$ cat config.mk
export PLATFORM = sky130hd
export DESIGN_NAME = ascon_op_controller_flat
export DESIGN_NICKNAME = d
export VERILOG_FILES = /design/src/rtl/ascon_pkg.sv /design/src/rtl/ascon_op_controller_if.sv /design/src/rtl/ascon_ready_sync.sv /design/src/rtl/ascon_op_controller.sv /design/src/flat_wrapper.sv
export SDC_FILE = /design/constraint.sdc
export NUM_CORES = 1
export LEC_CHECK = 0
export CAP_MARGIN = 20
export CORE_MARGIN = 4
export CORE_UTILIZATION = 30
export CTS_BUF_LIST = sky130_fd_sc_hd__clkbuf_8 sky130_fd_sc_hd__clkbuf_16
export DETAILED_ROUTE_END_ITERATION = 12
export MAX_ROUTING_LAYER = met4
export SYNTH_ARGS = -nofsm -noshare
export SYNTH_HDL_FRONTEND = slang
export SYNTH_SLANG_ARGS = --single-unit
$ cat constraint.sdc
create_clock -name clk -period 3.37 [get_ports clk]
set_clock_uncertainty 0.05 [all_clocks]
set_input_delay 0.8425 -clock clk [delete_from_list [all_inputs] [get_ports clk]]
set_output_delay 0.8425 -clock clk [all_outputs]
set_load 0.01 [all_outputs]
$ cat src/rtl/ascon_pkg.sv
// Shared ASCON controller definitions: operation codes, FSM state encoding, default round counts.
// Mode 101 (HASH) is a legal operation only when ASCON_HASH_EN is defined.
package ascon_pkg;
   localparam int ROUNDS_A_DEF = 12;
   localparam int ROUNDS_B_DEF = 6;

   typedef enum logic [2:0] {
      MODE_NOP     = 3'b000,
      MODE_INIT    = 3'b001,
      MODE_ABSORB  = 3'b010,
      MODE_ENCRYPT = 3'b011,
      MODE_FINAL   = 3'b100,
      MODE_HASH    = 3'b101
   } mode_e;

   typedef enum logic [2:0] {
      ST_IDLE  = 3'd0,
      ST_PRE   = 3'd1,
      ST_ROUND = 3'd2,
      ST_POST  = 3'd3,
      ST_DONE  = 3'd4
   } state_e;

   // No-op counts as legal: it is silently ignored rather than flagged.
   function automatic logic mode_is_legal(input logic [2:0] m);
`ifdef ASCON_HASH_EN
      return m <= MODE_HASH;
`else
      return m <= MODE_FINAL;
`endif
   endfunction
endpackage

$ cat src/rtl/ascon_op_controller_if.sv
// Request/strobe bundle between the SPI register file (master) and the op controller (slave).
interface ascon_op_controller_if;
   logic [2:0] operation_mode;
   logic       operation_ready;
   logic       ld_init;
   logic       xor_data;
   logic       xor_key_pre;
   logic       xor_key_post;
   logic       round_en;
   logic [3:0] round_idx;
   logic       busy;
   logic       done;
   logic       err;

   modport master (
      output operation_mode, operation_ready,
      input  ld_init, xor_data, xor_key_pre, xor_key_post, round_en, round_idx, busy, done, err
   );
   modport slave (
      input  operation_mode, operation_ready,
      output ld_init, xor_data, xor_key_pre, xor_key_post, round_en, round_idx, busy, done, err
   );
endinterface

$ cat src/rtl/ascon_ready_sync.sv
// Two-flop synchronizer for the SCK-domain request level plus rising-edge detect.
module ascon_ready_sync (
   input  logic clk,
   input  logic spi_rst_n,
   input  logic level,
   output logic rise
);
   logic ready_p0, ready_p1, ready_p2;

   always_ff @(posedge clk or negedge spi_rst_n) begin
      if (!spi_rst_n) begin
         ready_p0 <= 1'b0;
         ready_p1 <= 1'b0;
         ready_p2 <= 1'b0;
      end else begin
         ready_p0 <= level;
         ready_p1 <= ready_p0;
         ready_p2 <= ready_p1;
      end
   end

   assign rise = ready_p1 & ~ready_p2;
endmodule

$ cat src/rtl/ascon_op_controller.sv
// ASCON operation sequencer: IDLE -> PRE -> ROUND x N -> POST -> DONE, driving permutation-core strobes.
// Define ASCON_HASH_EN to accept mode 101 (HASH); otherwise it is rejected as undefined.
module ascon_op_controller
   import ascon_pkg::*;
#(
   parameter int ROUNDS_A = ROUNDS_A_DEF,
   parameter int ROUNDS_B = ROUNDS_B_DEF
) (
   input logic                  clk,
   input logic                  spi_rst_n,
   ascon_op_controller_if.slave bus
);
   localparam logic [3:0] N_A = 4'(ROUNDS_A);
   localparam logic [3:0] N_B = 4'(ROUNDS_B);

   state_e     state_q, state_d;
   logic [2:0] mode_q;
   logic [3:0] rnd_cnt_q;
   logic [3:0] n_rounds;
   logic       err_q, trig, start;
   logic       ld_init_c, xor_data_c, xor_key_pre_c, xor_key_post_c, round_en_c, busy_c, done_c;
   logic [3:0] round_idx_c;

   ascon_ready_sync u_sync (
      .clk       (clk),
      .spi_rst_n (spi_rst_n),
      .level     (bus.operation_ready),
      .rise      (trig)
   );

   assign start    = trig && (state_q == ST_IDLE) && mode_is_legal(bus.operation_mode)
                     && (bus.operation_mode != MODE_NOP);
   assign n_rounds = (mode_q == MODE_ABSORB || mode_q == MODE_ENCRYPT) ? N_B : N_A;

   always_ff @(posedge clk or negedge spi_rst_n) begin
      if (!spi_rst_n) begin
         state_q   <= ST_IDLE;
         mode_q    <= '0;
         rnd_cnt_q <= '0;
         err_q     <= 1'b0;
      end else begin
         state_q <= state_d;
         if (start) mode_q <= bus.operation_mode;
         if (state_q == ST_ROUND) rnd_cnt_q <= rnd_cnt_q + 4'd1;
         else                     rnd_cnt_q <= '0;
         // A trigger that cannot be honoured (busy or undefined code) is sticky until reset.
         if (trig && (state_q != ST_IDLE || !mode_is_legal(bus.operation_mode))) err_q <= 1'b1;
      end
   end

   always_comb begin
      state_d        = state_q;
      ld_init_c      = 1'b0;
      xor_data_c     = 1'b0;
      xor_key_pre_c  = 1'b0;
      xor_key_post_c = 1'b0;
      round_en_c     = 1'b0;
      round_idx_c    = '0;
      busy_c         = 1'b0;
      done_c         = 1'b0;
      case (state_q)
         ST_IDLE: if (start) state_d = ST_PRE;
         ST_PRE: begin
            busy_c  = 1'b1;
            state_d = ST_ROUND;
            case (mode_q)
               MODE_INIT, MODE_HASH:     ld_init_c = 1'b1;
               MODE_ABSORB, MODE_ENCRYPT: xor_data_c = 1'b1;
               MODE_FINAL: begin
                  xor_data_c    = 1'b1;
                  xor_key_pre_c = 1'b1;
               end
               default: ;
            endcase
         end
         ST_ROUND: begin
            busy_c      = 1'b1;
            round_en_c  = 1'b1;
            round_idx_c = 4'd12 - n_rounds + rnd_cnt_q;
            if (rnd_cnt_q == n_rounds - 4'd1) state_d = ST_POST;
         end
         ST_POST: begin
            busy_c         = 1'b1;
            xor_key_post_c = (mode_q == MODE_INIT) || (mode_q == MODE_FINAL);
            state_d        = ST_DONE;
         end
         ST_DONE: begin
            busy_c  = 1'b1;
            done_c  = 1'b1;
            state_d = ST_IDLE;
         end
         default: state_d = ST_IDLE;
      endcase
   end

   assign bus.ld_init      = ld_init_c;
   assign bus.xor_data     = xor_data_c;
   assign bus.xor_key_pre  = xor_key_pre_c;
   assign bus.xor_key_post = xor_key_post_c;
   assign bus.round_en     = round_en_c;
   assign bus.round_idx    = round_idx_c;
   assign bus.busy         = busy_c;
   assign bus.done         = done_c;
   assign bus.err          = err_q;
endmodule

$ cat src/flat_wrapper.sv
// flat-port wrapper written by rule: the top's interface ports become plain ports
module ascon_op_controller_flat import ascon_pkg::*;
#(
   parameter int ROUNDS_A = ROUNDS_A_DEF,
   parameter int ROUNDS_B = ROUNDS_B_DEF
)
  (clk, spi_rst_n, bus_operation_mode, bus_operation_ready, bus_ld_init, bus_xor_data, bus_xor_key_pre, bus_xor_key_post, bus_round_en, bus_round_idx, bus_busy, bus_done, bus_err);
  ascon_op_controller_if bus_i ();
  input logic clk;
  input logic spi_rst_n;
  input wire logic [$bits(bus_i.operation_mode)-1:0] bus_operation_mode;
  input wire logic [$bits(bus_i.operation_ready)-1:0] bus_operation_ready;
  output wire logic [$bits(bus_i.ld_init)-1:0] bus_ld_init;
  output wire logic [$bits(bus_i.xor_data)-1:0] bus_xor_data;
  output wire logic [$bits(bus_i.xor_key_pre)-1:0] bus_xor_key_pre;
  output wire logic [$bits(bus_i.xor_key_post)-1:0] bus_xor_key_post;
  output wire logic [$bits(bus_i.round_en)-1:0] bus_round_en;
  output wire logic [$bits(bus_i.round_idx)-1:0] bus_round_idx;
  output wire logic [$bits(bus_i.busy)-1:0] bus_busy;
  output wire logic [$bits(bus_i.done)-1:0] bus_done;
  output wire logic [$bits(bus_i.err)-1:0] bus_err;
  assign bus_i.operation_mode = bus_operation_mode;
  assign bus_i.operation_ready = bus_operation_ready;
  assign bus_ld_init = bus_i.ld_init;
  assign bus_xor_data = bus_i.xor_data;
  assign bus_xor_key_pre = bus_i.xor_key_pre;
  assign bus_xor_key_post = bus_i.xor_key_post;
  assign bus_round_en = bus_i.round_en;
  assign bus_round_idx = bus_i.round_idx;
  assign bus_busy = bus_i.busy;
  assign bus_done = bus_i.done;
  assign bus_err = bus_i.err;
  ascon_op_controller #(.ROUNDS_A(ROUNDS_A), .ROUNDS_B(ROUNDS_B)) u_core (.clk(clk), .spi_rst_n(spi_rst_n), .bus(bus_i));
endmodule
* After elaboration in Yosys (flattened, before gate mapping)
Cells that the tools add are included.
** Word-level totals
- Bits of input ports :: 6
- Register bits :: 14
- Output and inout port bits :: 12
- Word-level logic and storage cells :: 57
** Operators by class
- Add/sub/neg operators :: 4
- Equality and inequality tests :: 12
- Reductions and logical operators :: 15
- Bitwise gates (word level) :: 2
- Multiplexer cells :: 16
- Order comparisons :: 1
** Operators by type and width (count)
- 3-bit by 2-bit equality test with 1-bit output, second input constant :: 4
- 4-bit 2-to-1 mux :: 3
- 3-bit one-hot mux with 4 select lines :: 1
- 1-bit 2-to-1 mux :: 10
- 3-bit equality test, second input constant :: 3
- 3-bit by 1-bit equality test with 1-bit output, second input constant :: 2
- 3-bit 2-to-1 mux :: 2
- 3-bit nonzero test :: 2
- 4-bit by 1-bit adder with 4-bit output, second input constant :: 1
- 4-bit adder :: 1
- 4-bit equality test :: 1
- 1-bit logical AND :: 4
- 4-bit OR reduction :: 1
- 4-bit by 1-bit subtractor with 4-bit output, second input constant :: 1
- 4-bit subtractor, first input constant :: 1
- 3-bit <= comparator, second input constant :: 1
- 3-bit logical NOT :: 1
- 1-bit logical OR :: 3
- 3-bit OR reduction :: 1
- 2-bit by 1-bit inequality test with 1-bit output, second input constant :: 1
- 2-bit inequality test, second input constant :: 1
- 2-bit AND reduction :: 1
- 2-bit OR reduction :: 1
- 1-bit bitwise AND :: 1
- 2 further kinds :: 2

* Depth between registers and ports, before layout
- Word-level depth :: 7
- Mapped depth :: 8
- Gate-level depth less buffers :: 8

* Modules after synthesis
A second synthesis with hierarchy kept.
** Second synthesis, totals
- Cells, all modules :: 79
- Area, all modules :: 804.5 µm²
** Modules (own cells, without submodules)
- ascon_op_controller :: times used 1, cells an instance 75, area each 715.7 µm², seq. area each 275.3 µm²
- ascon_ready_sync :: times used 1, cells an instance 4, area each 88.8 µm², seq. area each 75.1 µm²

* Worst setup path after synthesis
OpenSTA, ideal clock, no wires.
- Kind :: register -> output
- Start point :: register u_core.mode_q[2]
- End point :: output bus_round_idx[3]
- Path buffers :: 0
- Cell stages (with the launch flop) :: 9
- Arrival :: 1.927 ns
- Path slack :: 0.550 ns
- Cells stage by stage :: dfrtp_1 -> nand2b_1 -> ha_1 -> inv_1 -> fa_1 -> xnor2_1 -> xnor2_1 -> xnor2_1 -> and2_1
** Between the ends
- Longest elaborated chain between the ends :: 6
- Elaborated cells on any way between the ends :: 7
- Classes of those cells :: add/sub (2); eq/ne (2); mux (2); reduce/logical (1)
** Ends and longest elaborated chain
- start: declaration :: line ascon_op_controller.sv:17 : logic [2:0] mode_q;
- start signal: assignment :: line ascon_op_controller.sv:43 : if (start) mode_q <= bus.operation_mode;
- 3-bit by 2-bit equality test with 1-bit output :: line ascon_op_controller.sv:33 : assign n_rounds = (mode_q == MODE_ABSORB || mode_q == MODE_ENCRYPT) ? N_B : N_A;
- 1-bit logical OR (*) :: line ascon_op_controller.sv:33
- 4-bit 2-to-1 mux (*) :: line ascon_op_controller.sv:33
- 4-bit subtractor (*) :: line ascon_op_controller.sv:79 : round_idx_c = 4'd12 - n_rounds + rnd_cnt_q;
- 4-bit adder (*) :: line ascon_op_controller.sv:79
- 4-bit 2-to-1 mux (*) :: line ascon_op_controller.sv:61 : case (state_q)
- end: declaration :: line flat_wrapper.sv:18 : output wire logic [$bits(bus_i.round_idx)-1:0] bus_round_idx;
Every way passes the cells marked *; elsewhere a longest branch is shown, timed or not.

* Final worst setup path
Ends and elaborated chain as after synthesis.

==> results_dict.tcl <==
set metrics [dict create \
    status "complete, no violations" \
    multi_input_comb_area_um2 382 \
    rrSetupSlack_ns 1.94 \
    power.density_nw_per_um2 818 \
    comb_power_share 0.523 \
    cts_sinks 14 \
    fill_cells 241 \
    setup_viol 0 \
    p_seq_frac 0.290 \
    row_count 18 \
    power.switching_mw 0.299 \
    rr_endpoint "u_core.mode_q[1]$_DFFE_PN0P_" \
    clk_pin_slew_ns 0.06 \
    portBuffers 17 \
    seq_area_um2 350 \
    max_freq_mhz 309 \
    syn_nets 80 \
    design.die.area_um2 3430 \
    drt-total-wl_mm 1.54 \
    grt_most_used_layer "met2" \
    cts_tree "yes" \
    num_vias 587 \
    hold_viol 0 \
    grt_max_degree 15 \
    async_reset_ff_frac 1.00 \
    layout.cells.non_filler 123 \
    antenna_found_initial 0 \
    synth_area_um2 768 \
    clockRootBuffer "clkbuf_8" \
    grt_use_met2 0.163 \
    grt_overflow 0 \
    ys_warn_count 0 \
    r2r-start "u_core.state_q[2]$_DFFE_PN0P_" \
    swShare 0.350 \
    p_int_mw 0.555 \
    drive_above_1_share 0.172 \
    initialDrtViolationCount 4 \
    p_clk_frac 0.187 \
    grtUsageMet1 0.125 \
    critPathCapture "bus_round_idx[3]" \
    worstPathArrival_ns 2.35 \
    finalCritPeriodShare 0.961 \
    io_pins 18 \
    p_leak_nw 0.442 \
    dp_cells 119 \
    ant_nets 0 \
    diodes 0 \
    cp_max_fo 2 \
    hpwlAfterDp_mm 1.17 \
    tightest_slew_ns 0.628 \
    criticalPathCategory "register to output port" \
    synth_cells 71 \
    chipHeight_um 58.6 \
    syn_avg_cell_area_um2 10.8 \
    post-route-util 0.425 \
    rsz0062_at_grt "false" \
    setup_slack_ns 0.132 \
    grt_pass1_wl_mm 2.67 \
    nNetsFinal 103 \
    route.detailed.drc 0 \
    slew_viol_final 0 \
    die-width_um 58.6 \
    synth_cell_types 30 \
    ir_drop_mv 0.408 \
    hold_path_class "register to register" \
    met3_usage 0.0439 \
    wl_per_cell_um 12.5 \
    seq_area_frac_synth 0.456 \
    crit_path_start "u_core.mode_q[2]$_DFFE_PN0P_" \
    pre_cts_ws_ns 0.0239 \
    first_pass_iters 2 \
    core-area_um2 2450 \
    ys_ff_latch 14 \
    ys.flop_type "dfrtp_1" \
    start_util 0.313 \
    synth-edff-count 0 \
    end_kind "output port" \
    max-slew-margin-rel 0.580 \
    cp.required_ns 2.48 \
    insertion_delay_ns 0.24 \
    place.gp.congestion 0.754 \
    viasPerCell 4.77 \
    start_kind "register" \
    synthToLayoutAreaGrowth_pct 35.8 \
    grt_pass1_vias 582 \
    period_minus_slack_ns 3.24 \
    r2r_cells 4 \
    postCtsSetupRepairBufs 0 \
    setup_tns_ns 0 \
    cts_htree_levels 1 \
    max_cap_violations 0 \
    clockBufferDepth 2 \
    grt_use_total 0.106 \
    cts_inserted_buffers 3 \
]
[how the worst min path moves through the flow]
stage,startpoint,to,depth (start not counted)
3_3_place_gp,u_core.u_sync.ready_p0$_DFF_PN0_,u_core.u_sync.ready_p1$_DFF_PN0_,0
5_1_grt,u_core.u_sync.ready_p0$_DFF_PN0_,u_core.u_sync.ready_p1$_DFF_PN0_,0
2_1_floorplan,u_core.u_sync.ready_p0$_DFF_PN0_,u_core.u_sync.ready_p1$_DFF_PN0_,0
3_5_place_dp,u_core.u_sync.ready_p0$_DFF_PN0_,u_core.u_sync.ready_p1$_DFF_PN0_,0
4_1_cts,u_core.u_sync.ready_p0$_DFF_PN0_,u_core.u_sync.ready_p1$_DFF_PN0_,0
6_report,u_core.u_sync.ready_p0$_DFF_PN0_,u_core.u_sync.ready_p1$_DFF_PN0_,0
[Yosys cell counts (2+ instances only)]
master	n	area, um2
inv_1	4	15.0
xnor2_1	6	52.6
dfrtp_1	14	350
buf_6	2	22.5
nor4b_1	2	17.5
nand2b_1	5	31.3
nor3_1	2	10.0
nor2_1	8	30.0
ha_1	2	25.0
a22o_1	3	26.3
and2_1	3	18.8
nor3b_1	2	15.0
[critical path, cell delays in order (launching register included)]
cell and delay (ns):
dfrtp_1 0.38, nand2b_1 0.18, ha_1 0.30, inv_1 0.06, fa_2 0.35, xnor2_2 0.14
xnor2_1 0.18, xnor2_1 0.14, and2_1 0.14, clkdlybuf4s15_1 0.23
[routing by layer]
metal | vias up | routed length (um)
met1 | 285 | 704
met5 | - | 0
met2 | 13 | 707
li1 | 284 | -
met3 | 5 | 98
met4 | 0 | 31
[repair_timing]
item / 4_1_cts / 5_1_grt
pin swaps: 1 / 1
endpoints found under the setup margin: 1 / 1
hold buffers: 0 / 0
resized for setup: 3 / 1
[final cells by class]
cell class | instances | area share
inverter | 5 | 0.0180
multi-input combinational | 49 | 0.366
sequential | 14 | 0.336
clock buffer | 4 | 0.0528
tap | 30 | 0.0360
timing repair buffer | 21 | 0.192
[logic make-up (layout without fill, tap and decap cells)]
kind of cell	Yosys count	count (layout)	synth area share
simple gates	30	30	0.249
flops	14	14	0.456
compound gates	9	9	0.0961
buf+inv	8	30	0.0602
xor+xnor	7	7	0.0798
fa+ha+maj	3	3	0.0586
[sequential cells by signal, summed over array words and instances (netlist names)]
signal,count
u_core.u_sync.ready_p2,1
u_core.rnd_cnt_q,4
u_core.u_sync.ready_p1,1
u_core.state_q,3
u_core.bus.err,1
u_core.u_sync.ready_p0,1
u_core.mode_q,3
[power by group through the flow]
stage               Combinational [mW]  Sequential, mW  Clock [mW]
floorplan                        0.284           0.239           0
global placement                 0.432           0.249           0
detailed placement               0.441           0.249           0
CTS                              0.456           0.247       0.168
global route                     0.499           0.252       0.177
finish                           0.446           0.247       0.160
[placed cells by master, fill, tap and decap left out, drive strengths merged, types with 3 or more instances in the layout]
master,instances
clkdlybuf4s50,16
dfrtp,14
nor2,9
xnor2,6
nand2b,5
inv,5
clkbuf,4
buf,4
and2,3
a22o,3
nor3,3
[per-stage QoR]
step / instance area, um2 / power [mW] / hold slack [ns]
floorplan: 768 / 0.524 / 0.281
global placement: 978 / 0.681 / 0.290
detailed placement: 978 / 0.690 / 0.290
CTS: 1040 / 0.871 / 0.304
global route: 1040 / 0.927 / 0.316
finish: 1040 / 0.854 / 0.299
Note: power is estimated with default switching activity, not from simulation.
